## src/rtl/scratchpad_lsu_pkg.sv

```systemverilog
// Shared encodings for the scratchpad load/store unit: access sizes, FSM states
// and the byte-lane strobe helper.
package scratchpad_lsu_pkg;

  localparam int LANES = 4;

  typedef enum logic [1:0] {
    SZ_BYTE = 2'b00,
    SZ_HALF = 2'b01,
    SZ_WORD = 2'b10,
    SZ_RSVD = 2'b11
  } size_e;

  typedef enum logic {
    ST_IDLE    = 1'b0,
    ST_RD_WAIT = 1'b1
  } state_e;

  // Lane strobes for a store; the misaligned low bits are simply ignored here.
  function automatic logic [LANES-1:0] lane_strobe(input logic [1:0] size, input logic [1:0] off);
    case (size)
      SZ_BYTE: return 4'b0001 << off;
      SZ_HALF: return off[1] ? 4'b1100 : 4'b0011;
      SZ_WORD: return 4'b1111;
      default: return 4'b0000;
    endcase
  endfunction

endpackage

```

## src/rtl/scratchpad_lsu_if.sv

```systemverilog
// CPU-side request/response channel of the scratchpad load/store unit.
// The master modport is the pipeline, the slave modport is the LSU.
interface scratchpad_lsu_if;
  logic        req_valid;
  logic        req_ready;
  logic [31:0] req_addr;
  logic        req_we;
  logic [1:0]  req_size;
  logic        req_unsigned;
  logic [31:0] req_wdata;
  logic        resp_valid;
  logic [31:0] resp_rdata;
  logic        resp_err;

  modport master (
    output req_valid, req_addr, req_we, req_size, req_unsigned, req_wdata,
    input  req_ready, resp_valid, resp_rdata, resp_err
  );

  modport slave (
    input  req_valid, req_addr, req_we, req_size, req_unsigned, req_wdata,
    output req_ready, resp_valid, resp_rdata, resp_err
  );
endinterface

```

## src/rtl/scratchpad_lsu_load_align.sv

```systemverilog
// Combinational load path: picks the addressed byte/half lane out of a RAM
// word and sign- or zero-extends it to 32 bits.
module lsu_load_align
  import scratchpad_lsu_pkg::*;
(
  input  logic [31:0] rdata,
  input  logic [1:0]  offset,
  input  logic [1:0]  size,
  input  logic        is_unsigned,
  output logic [31:0] data
);

  logic [7:0]  byte_lane;
  logic [15:0] half_lane;
  logic        byte_sign;
  logic        half_sign;

  always_comb begin
    byte_lane = rdata[{offset, 3'b000} +: 8];
    half_lane = offset[1] ? rdata[31:16] : rdata[15:0];
    byte_sign = byte_lane[7] & ~is_unsigned;
    half_sign = half_lane[15] & ~is_unsigned;
    case (size)
      SZ_BYTE: data = {{24{byte_sign}}, byte_lane};
      SZ_HALF: data = {{16{half_sign}}, half_lane};
      default: data = rdata;
    endcase
  end

endmodule

```

## src/rtl/scratchpad_lsu.sv

```systemverilog
// Scratchpad load/store unit: stores commit in the accept cycle, loads return
// two cycles after accept. Define SCRATCHPAD_LSU_ALIGN_CHECK_EN to fault misaligned accesses.
module scratchpad_lsu
  import scratchpad_lsu_pkg::*;
#(
  parameter int          BITS         = 32,
  parameter int          ADDRESS_BITS = 10,
  parameter logic [31:0] BASE_ADDR    = 32'h0000_0000
) (
  input  logic                    CLK,
  input  logic                    RSTb,
  scratchpad_lsu_if.slave         bus,
  output logic [ADDRESS_BITS-1:0] ram_rd_addr,
  output logic [ADDRESS_BITS-1:0] ram_wr_addr,
  output logic [BITS-1:0]         ram_wdata,
  output logic                    ram_WRb,
  output logic [LANES-1:0]        ram_wstrb,
  input  logic [BITS-1:0]         ram_rdata
);

  state_e      state;
  logic [31:0] offset;
  logic        in_range;
  logic        misaligned;
  logic        fault;
  logic        accept;
  logic        store_go;
  logic [1:0]  ld_off;
  logic [1:0]  ld_size;
  logic        ld_unsigned;
  logic        ld_fault;
  logic [31:0] load_data;

  // Addresses below the base wrap to a huge offset, so one compare covers both ends.
  assign offset   = bus.req_addr - BASE_ADDR;
  assign in_range = (offset[31:ADDRESS_BITS+2] == '0);

`ifdef SCRATCHPAD_LSU_ALIGN_CHECK_EN
  assign misaligned = ((bus.req_size == SZ_HALF) && offset[0]) ||
                      ((bus.req_size == SZ_WORD) && (offset[1:0] != 2'b00));
`else
  assign misaligned = 1'b0;
`endif

  assign fault         = !in_range || (bus.req_size == SZ_RSVD) || misaligned;
  assign bus.req_ready = (state == ST_IDLE);
  assign accept        = bus.req_valid && bus.req_ready;
  assign store_go      = accept && bus.req_we && !fault && RSTb;

  assign ram_rd_addr = offset[ADDRESS_BITS+1:2];
  assign ram_wr_addr = offset[ADDRESS_BITS+1:2];
  assign ram_WRb     = !store_go;
  assign ram_wstrb   = store_go ? lane_strobe(bus.req_size, offset[1:0]) : '0;

  always_comb begin
    case (bus.req_size)
      SZ_BYTE: ram_wdata = {4{bus.req_wdata[7:0]}};
      SZ_HALF: ram_wdata = {2{bus.req_wdata[15:0]}};
      default: ram_wdata = bus.req_wdata;
    endcase
  end

  lsu_load_align u_align (
    .rdata       (ram_rdata),
    .offset      (ld_off),
    .size        (ld_size),
    .is_unsigned (ld_unsigned),
    .data        (load_data)
  );

  // Store responses leave from IDLE one cycle after accept; loads detour through RD_WAIT.
  always_ff @(posedge CLK or negedge RSTb) begin
    if (!RSTb) begin
      state          <= ST_IDLE;
      bus.resp_valid <= 1'b0;
      bus.resp_rdata <= '0;
      bus.resp_err   <= 1'b0;
      ld_off         <= '0;
      ld_size        <= '0;
      ld_unsigned    <= 1'b0;
      ld_fault       <= 1'b0;
    end else begin
      bus.resp_valid <= 1'b0;
      bus.resp_rdata <= '0;
      bus.resp_err   <= 1'b0;
      case (state)
        ST_IDLE: begin
          if (accept) begin
            if (bus.req_we) begin
              bus.resp_valid <= 1'b1;
              bus.resp_err   <= fault;
            end else begin
              ld_off      <= offset[1:0];
              ld_size     <= bus.req_size;
              ld_unsigned <= bus.req_unsigned;
              ld_fault    <= fault;
              state       <= ST_RD_WAIT;
            end
          end
        end
        ST_RD_WAIT: begin
          bus.resp_valid <= 1'b1;
          bus.resp_err   <= ld_fault;
          bus.resp_rdata <= ld_fault ? '0 : load_data;
          state          <= ST_IDLE;
        end
        default: state <= ST_IDLE;
      endcase
    end
  end

endmodule

```

## src/flat_wrapper.sv

```systemverilog
// flat-port wrapper written by rule: the top's interface ports become plain ports
module scratchpad_lsu_flat import scratchpad_lsu_pkg::*;
#(
  parameter int          BITS         = 32,
  parameter int          ADDRESS_BITS = 10,
  parameter logic [31:0] BASE_ADDR    = 32'h0000_0000
)
  (CLK, RSTb, ram_rd_addr, ram_wr_addr, ram_wdata, ram_WRb, ram_wstrb, ram_rdata, bus_req_valid, bus_req_addr, bus_req_we, bus_req_size, bus_req_unsigned, bus_req_wdata, bus_req_ready, bus_resp_valid, bus_resp_rdata, bus_resp_err);
  scratchpad_lsu_if bus_i ();
  input  logic CLK;
  input  logic RSTb;
  output logic [ADDRESS_BITS-1:0] ram_rd_addr;
  output logic [ADDRESS_BITS-1:0] ram_wr_addr;
  output logic [BITS-1:0] ram_wdata;
  output logic ram_WRb;
  output logic [LANES-1:0] ram_wstrb;
  input  logic [BITS-1:0] ram_rdata;
  input wire logic [$bits(bus_i.req_valid)-1:0] bus_req_valid;
  input wire logic [$bits(bus_i.req_addr)-1:0] bus_req_addr;
  input wire logic [$bits(bus_i.req_we)-1:0] bus_req_we;
  input wire logic [$bits(bus_i.req_size)-1:0] bus_req_size;
  input wire logic [$bits(bus_i.req_unsigned)-1:0] bus_req_unsigned;
  input wire logic [$bits(bus_i.req_wdata)-1:0] bus_req_wdata;
  output wire logic [$bits(bus_i.req_ready)-1:0] bus_req_ready;
  output wire logic [$bits(bus_i.resp_valid)-1:0] bus_resp_valid;
  output wire logic [$bits(bus_i.resp_rdata)-1:0] bus_resp_rdata;
  output wire logic [$bits(bus_i.resp_err)-1:0] bus_resp_err;
  assign bus_i.req_valid = bus_req_valid;
  assign bus_i.req_addr = bus_req_addr;
  assign bus_i.req_we = bus_req_we;
  assign bus_i.req_size = bus_req_size;
  assign bus_i.req_unsigned = bus_req_unsigned;
  assign bus_i.req_wdata = bus_req_wdata;
  assign bus_req_ready = bus_i.req_ready;
  assign bus_resp_valid = bus_i.resp_valid;
  assign bus_resp_rdata = bus_i.resp_rdata;
  assign bus_resp_err = bus_i.resp_err;
  scratchpad_lsu #(.BITS(BITS), .ADDRESS_BITS(ADDRESS_BITS), .BASE_ADDR(BASE_ADDR)) u_core (.CLK(CLK), .RSTb(RSTb), .bus(bus_i), .ram_rd_addr(ram_rd_addr), .ram_wr_addr(ram_wr_addr), .ram_wdata(ram_wdata), .ram_WRb(ram_WRb), .ram_wstrb(ram_wstrb), .ram_rdata(ram_rdata));
endmodule
```

## config.mk

```make
export PLATFORM = sky130hd
export DESIGN_NAME = scratchpad_lsu_flat
export DESIGN_NICKNAME = d
export VERILOG_FILES = /design/src/rtl/scratchpad_lsu_pkg.sv /design/src/rtl/scratchpad_lsu_if.sv /design/src/rtl/scratchpad_lsu_load_align.sv /design/src/rtl/scratchpad_lsu.sv /design/src/flat_wrapper.sv
export SDC_FILE = /design/constraint.sdc
export NUM_CORES = 1
export LEC_CHECK = 0
export ABC_CLOCK_PERIOD_IN_PS = 1400
export CELL_PAD_IN_SITES_DETAIL_PLACEMENT = 2
export CELL_PAD_IN_SITES_GLOBAL_PLACEMENT = 2
export CORE_ASPECT_RATIO = 1.25
export CORE_UTILIZATION = 17
export DETAILED_ROUTE_END_ITERATION = 8
export PLACE_DENSITY_LB_ADDON = 0.3
export SLEW_MARGIN = 5
export SYNTH_ARGS = -nofsm -noshare
export SYNTH_HDL_FRONTEND = slang
export SYNTH_HIERARCHICAL = 1
export SYNTH_SLANG_ARGS = --single-unit
```

## constraint.sdc

```tcl
create_clock -name CLK -period 1.4 [get_ports CLK]
set_input_delay 0.14 -clock CLK [delete_from_list [all_inputs] [get_ports CLK]]
set_output_delay 0.14 -clock CLK [all_outputs]
set_load 0.03 [all_outputs]
```

# == Yosys cells after proc, flatten, opt, wreduce, memory -nomap -nowiden ==
# Cells that the tools add are included.
# W data, S select, Z words.
# op_classes
eq_ne,4
shifts,2
n_mux,17
bitwise,5
reduce_logical,12
# op_table
cell,n
$pmux W32 S2,2
$mux W32,2
$shiftx A32 B6 Y8,1
$logic_not A20 Y1,1
$mux W16,1
$pmux W4 S3,1
$mux W4,2
$mux W1,6
$pmux W1 S2,3
$eq A2 B1 Y1 const B,2
$eq A2 B2 Y1 const B,2
$logic_and A1 B1 Y1,4
$logic_not A2 Y1,2
$shl A1 B2 Y4 const A,1
$logic_not A1 Y1,3
$not A1 Y1,3
$reduce_and A3 Y1,1
$and A1 B1 Y1,2
$logic_or A1 B1 Y1,1
# word_totals
regBits,41
inputBits,103

# == Longest topological paths before layout ==
# logic_depth
ltp_word,7
depth_mapped,7
mapped_depth_nobuf,5

# == Hierarchy ==
# The synthesis kept the hierarchy.
# modules_own_cells
module,n_inst,cells_per_inst,area_each_um2
scratchpad_lsu,1,184,2117.0
lsu_load_align,1,122,694.4

# == Worst setup path after synthesis ==
# Ideal clock, no wire load.
# synth_path
path_type,register to output
start,reg u_core.state
end,out ram_wstrb[0]
arrival_time_ns,1.493
required_ns,1.260
setup_slack_ns,-0.233
path_stages_with_launch,4
path_buffers,0
cell_sequence,dfrtp_1 and4b_1 nand3_1 nor3_1
# synth_between
elab_chain_len,6
# synth_lines
element,line_no,source
from (decl),scratchpad_lsu.sv:21,state_e state;
from (signal assigned),scratchpad_lsu.sv:74,state <= ST_IDLE;
from (signal assigned),scratchpad_lsu.sv:97,state <= ST_RD_WAIT;
from (signal assigned),scratchpad_lsu.sv:105,state <= ST_IDLE;
$not A1 Y1,scratchpad_lsu.sv:46,assign bus.req_ready = (state == ST_IDLE);
$logic_and A1 B1 Y1,scratchpad_lsu.sv:47,assign accept = bus.req_valid && bus.req_ready;
$logic_and A1 B1 Y1 (3 in series),scratchpad_lsu.sv:48,assign store_go = accept && bus.req_we && !fault && RSTb;
$mux W4,scratchpad_lsu.sv:53,"assign ram_wstrb = store_go ? lane_strobe(bus.req_size, offset[1:0]) : '0;"
to (decl),flat_wrapper.sv:16,output logic [LANES-1:0] ram_wstrb;
# Every way passes these cells.

# == Worst setup path after layout ==
# layout_path
start,in bus_req_addr[20]
end,out ram_wstrb[3]
# layout_between
elab_chain_len,7
# layout_lines
element,line_no,source
from (decl),flat_wrapper.sv:19,input wire logic [$bits(bus_i.req_addr)-1:0] bus_req_addr;
$logic_not A20 Y1,scratchpad_lsu.sv:36,assign in_range = (offset[31:ADDRESS_BITS+2] == '0);
$logic_not A1 Y1,scratchpad_lsu.sv:45,assign fault = !in_range || (bus.req_size == SZ_RSVD) || misaligned;
$logic_or A1 B1 Y1,scratchpad_lsu.sv:45,
$logic_not A1 Y1,scratchpad_lsu.sv:48,
$logic_and A1 B1 Y1 (2 in series),scratchpad_lsu.sv:48,
$mux W4,scratchpad_lsu.sv:53,
# Every way passes these cells.

==> impl_metrics.toml <==
[outcome]
status = "finished with violations"
violations = "setup timing"

[finish]
drive_above_1_share_pct = 41.5
synthToLayoutAreaGrowth_pct = 92.1
final_area_um2 = 5400
antenna_cells = 0
fin_nets = 611
nFillCells = 1794

[worst_setup_path]
crit_cells = 6
critPathLaunchType = "input port"
critPathTopFamily = "buffers and inverters"
crit_slowest_cell = "clkdlybuf4s50_1"
worstReg2RegStart = "u_core/ld_off[0]$_DFFE_PN0P_"
cp.required_ns = 1.26
critical_path_buf_inv_count = 3
crit_start = "bus_req_addr[20]"
crit_path_max_fanout = 4
cp-end-kind = "output pin"
endpoint = "ram_wstrb[3]"
worstPathCellList = "clkdlybuf4s50_1, nor4_4, nand3_2, buf_6, nor3_2, buf_4"
reg2reg_to = "u_core/bus.resp_rdata[10]$_DFF_PN0_"
crit_type = "input port to output pin"
reg2reg_depth = 6
slowest_delay_ns = 0.45
r2r_slack_ns = -0.17
arrival_ns = 1.56

[logic_synthesis]
synth_warnings = 6
ys.flop_type = "dfrtp_1"
yosys_register_bits = 41
ys_seq_area_share_pct = 36.5
synth-async-reset-ratio_pct = 100
synth_area_per_cell_um2 = 9.19
postSynthNetCount = 409
synth_cells = 306
ys_types = 41
syn_area_um2 = 2810
synth_edf_count = 0

[route]
num_vias = 3022
antenna_left = 0
avgRoutedWirePerCell_um = 15.7
firstDrtPassIters = 4
route.detailed.drc = 0
drt_iter0_markers = 24
wirelength_um = 11400
routed_via_density = 4.17

[sta]
layout_setup_ws_ns = -0.301
relSlewSlack_pct = 63.9
grt_setup_unrepaired = "yes"
slew_violations = 0
period_share_pct = 122
setup_viol = 36
fin_skew_ns = 0.00832
fmax_ghz = 0.588
final-hold-violation-count = 0
whs_ns = 0.280
min_period_ns = 1.70
worst_pin_slew_ns = 0.541

[power_and_ir_drop]
fin_total_pwr_mw = 4.27
p_int_mw = 2.86
p_sw_share_pct = 33.1
power.switching_mw = 1.42
vdd_drop_max_mv = 0.455
p_leak_nw = 2.60
cellPowerDensity_nw_per_um2 = 791
p_seq_share_pct = 29.6
clockPowerShare_pct = 26.4
power_frac_comb_pct = 44.1

[cts]
numCtsBuffers = 5
cts-root-buf = "clkbuf_16"
cts_tree = "done"
clock_latency_ns = 0.29
clock-sinks = 41
cts_buffer_depth = 2
h-tree-depth = 2

[grt]
antenna_found_initial = 0
grt_pass1_wl_um = 17900
globalRoute.totalOverflow = 0
grt_max_degree = 42
grt_pass1_vias = 3434
top_usage_layer = "met2"
grtUsageMet1_pct = 13.7
grt.total_usage_pct = 13.6
met2_usage_pct = 26.4
met3_usage_pct = 3.62

[die]
die_x_um = 117
pin_count = 195
dieHeight_um = 146
core_um2 = 16200
die-area_um2 = 17100
fp-row-count = 52
start_util_pct = 17.4

[placement]
place_area_um2 = 4820
routabilityCongestion = 0.743
port-buffer-count = 164
dp_hpwl_um = 8890
dpl_worst_slack_ns = -0.608

[flow_run]
maxCapViolations = 0

[worst_hold_path]
hp-class = "input port to output pin"
==> kinds of logic after synthesis <==
kind of cell           count (synthesis)  synth area share (%)
and+or+nand+nor                      137                  27.6
buffers and inverters                 49                  11.3
AOI/OAI and AO/OA                     47                  12.1
muxes                                 32                  12.5
DFF                                   41                  36.5
==> stage by stage <==
| step | TNS [ns] | cells | utilization, % |
|---|---|---|---|
| final | -3.95 | 725 | 33.3 |
| after detailed placement | -21.02 | 695 | 29.7 |
| after global routing | -6.99 | 725 | 33.3 |
| after floorplan | -0.931 | 306 | - |
| after global placement | -19.80 | 695 | 29.7 |
| after CTS | -4.13 | 715 | 32.2 |
==> worst reg2reg max path, cell delays in order (launching register included) <==
cell	delay [ns]
dfrtp_2	0.42
mux2i_2	0.26
mux2_4	0.20
nor4_4	0.04
buf_4	0.15
a221o_1	0.27
and2_1	0.14
==> metal layers <==
| metal | up-vias | routed length (um) |
|---|---|---|
| met5 | - | 0 |
| met4 | 0 | 274 |
| met3 | 30 | 959 |
| met2 | 136 | 6190 |
| met1 | 1434 | 3990 |
| li1 | 1422 | - |
==> worst min path at each step <==
stage	start	endpoint	slack [ns]	depth (start not counted)
3_5_place_dp	RSTb	u_core/bus.resp_rdata[31]$_DFF_PN0_	0.28	2
6_report	bus_req_addr[6]	ram_wr_addr[4]	0.28	0
2_1_floorplan	RSTb	u_core/bus.resp_err$_DFF_PN0_	-0.16	0
4_1_cts	bus_req_addr[5]	ram_wr_addr[3]	0.28	0
3_3_place_gp	RSTb	u_core/bus.resp_rdata[31]$_DFF_PN0_	0.27	2
5_1_grt	bus_req_addr[10]	ram_rd_addr[8]	0.28	0
==> layout by cell type (no fill, tap or decap), drive strengths merged, types with 4 or more instances in the layout <==
cell             n
buf            106
clkdlybuf4s50   78
nand2           67
dlygate4sd2     44
dfrtp           41
and2            32
mux2            22
o21ai           12
mux2i           10
a221o            8
clkdlybuf4s15    8
nand2b           7
clkbuf           7
a21oi            7
nor2             7
nor2b            7
nor4             6
a22oi            5
nor3             4
o22a             4
==> sequential cells by signal, summed over array words and instances, names as in the netlist <==
register	cells
u_core/ld_unsigned	1
u_core/bus.resp_err	1
u_core/bus.resp_rdata	32
u_core/state	1
u_core/ld_size	2
u_core/ld_off	2
u_core/ld_fault	1
u_core/bus.resp_valid	1
==> cell type report <==
type / instances / area (um2) / share of cell area, %
clock buffers: 6 / 129 / 2.39
flip-flops and latches: 41 / 1030 / 19.0
clock inverters: 2 / 10.0 / 0.185
repair buffers: 239 / 2220 / 41.0
multi-input cells: 217 / 1730 / 32.0
well taps: 216 / 270 / 5.00
inverters: 4 / 18.8 / 0.347
==> synth_stat cells (2+ instances only) <==
master      n  share of area (%)
nand2_1    66                8.8
dfrtp_1    41                 36
and2_1     32                7.1
buf_4      32                8.5
mux2_2     21                8.4
mux2i_1    10                3.6
o21ai_0     9                1.6
a221o_1     8                2.8
a21oi_1     7                1.2
clkbuf_1    7               0.93
nand2b_1    7                1.6
nor2b_1     6                1.3
a22oi_1     5                1.3
buf_2       5               0.89
inv_1       4               0.53
nor2_1      4               0.53
nor3_1      4               0.71
nor4_4      4                3.0
a21o_1      3               0.80
a2bb2oi_1   3               0.93
nand3_1     3               0.53
o21ai_1     3               0.53
o22a_1      3               0.93
nor4_2      2               0.89
==> power by group through the flow <==
stage / logic, mW / clock network (mW) / registers [mW]
2_1_floorplan: 0.922 / 0 / 1.28
3_3_place_gp: 1.60 / 0 / 1.27
3_5_place_dp: 1.63 / 0 / 1.27
4_1_cts: 1.82 / 1.18 / 1.26
5_1_grt: 2.04 / 1.23 / 1.27
6_report: 1.88 / 1.13 / 1.26
==> what timing repair did <==
| item | in CTS | in global routing |
|---|---|---|
| resized for setup | 177 | 35 |
| pin swaps | 23 | 18 |
| endpoints found under the hold margin | 41 | 0 |
| setup endpoints to repair | 95 | 59 |
| hold buffers | 1 | 0 |
| gates cloned | 1 | 0 |
| setup buffers | 10 | 11 |
(Power assumes the default switching activity.)
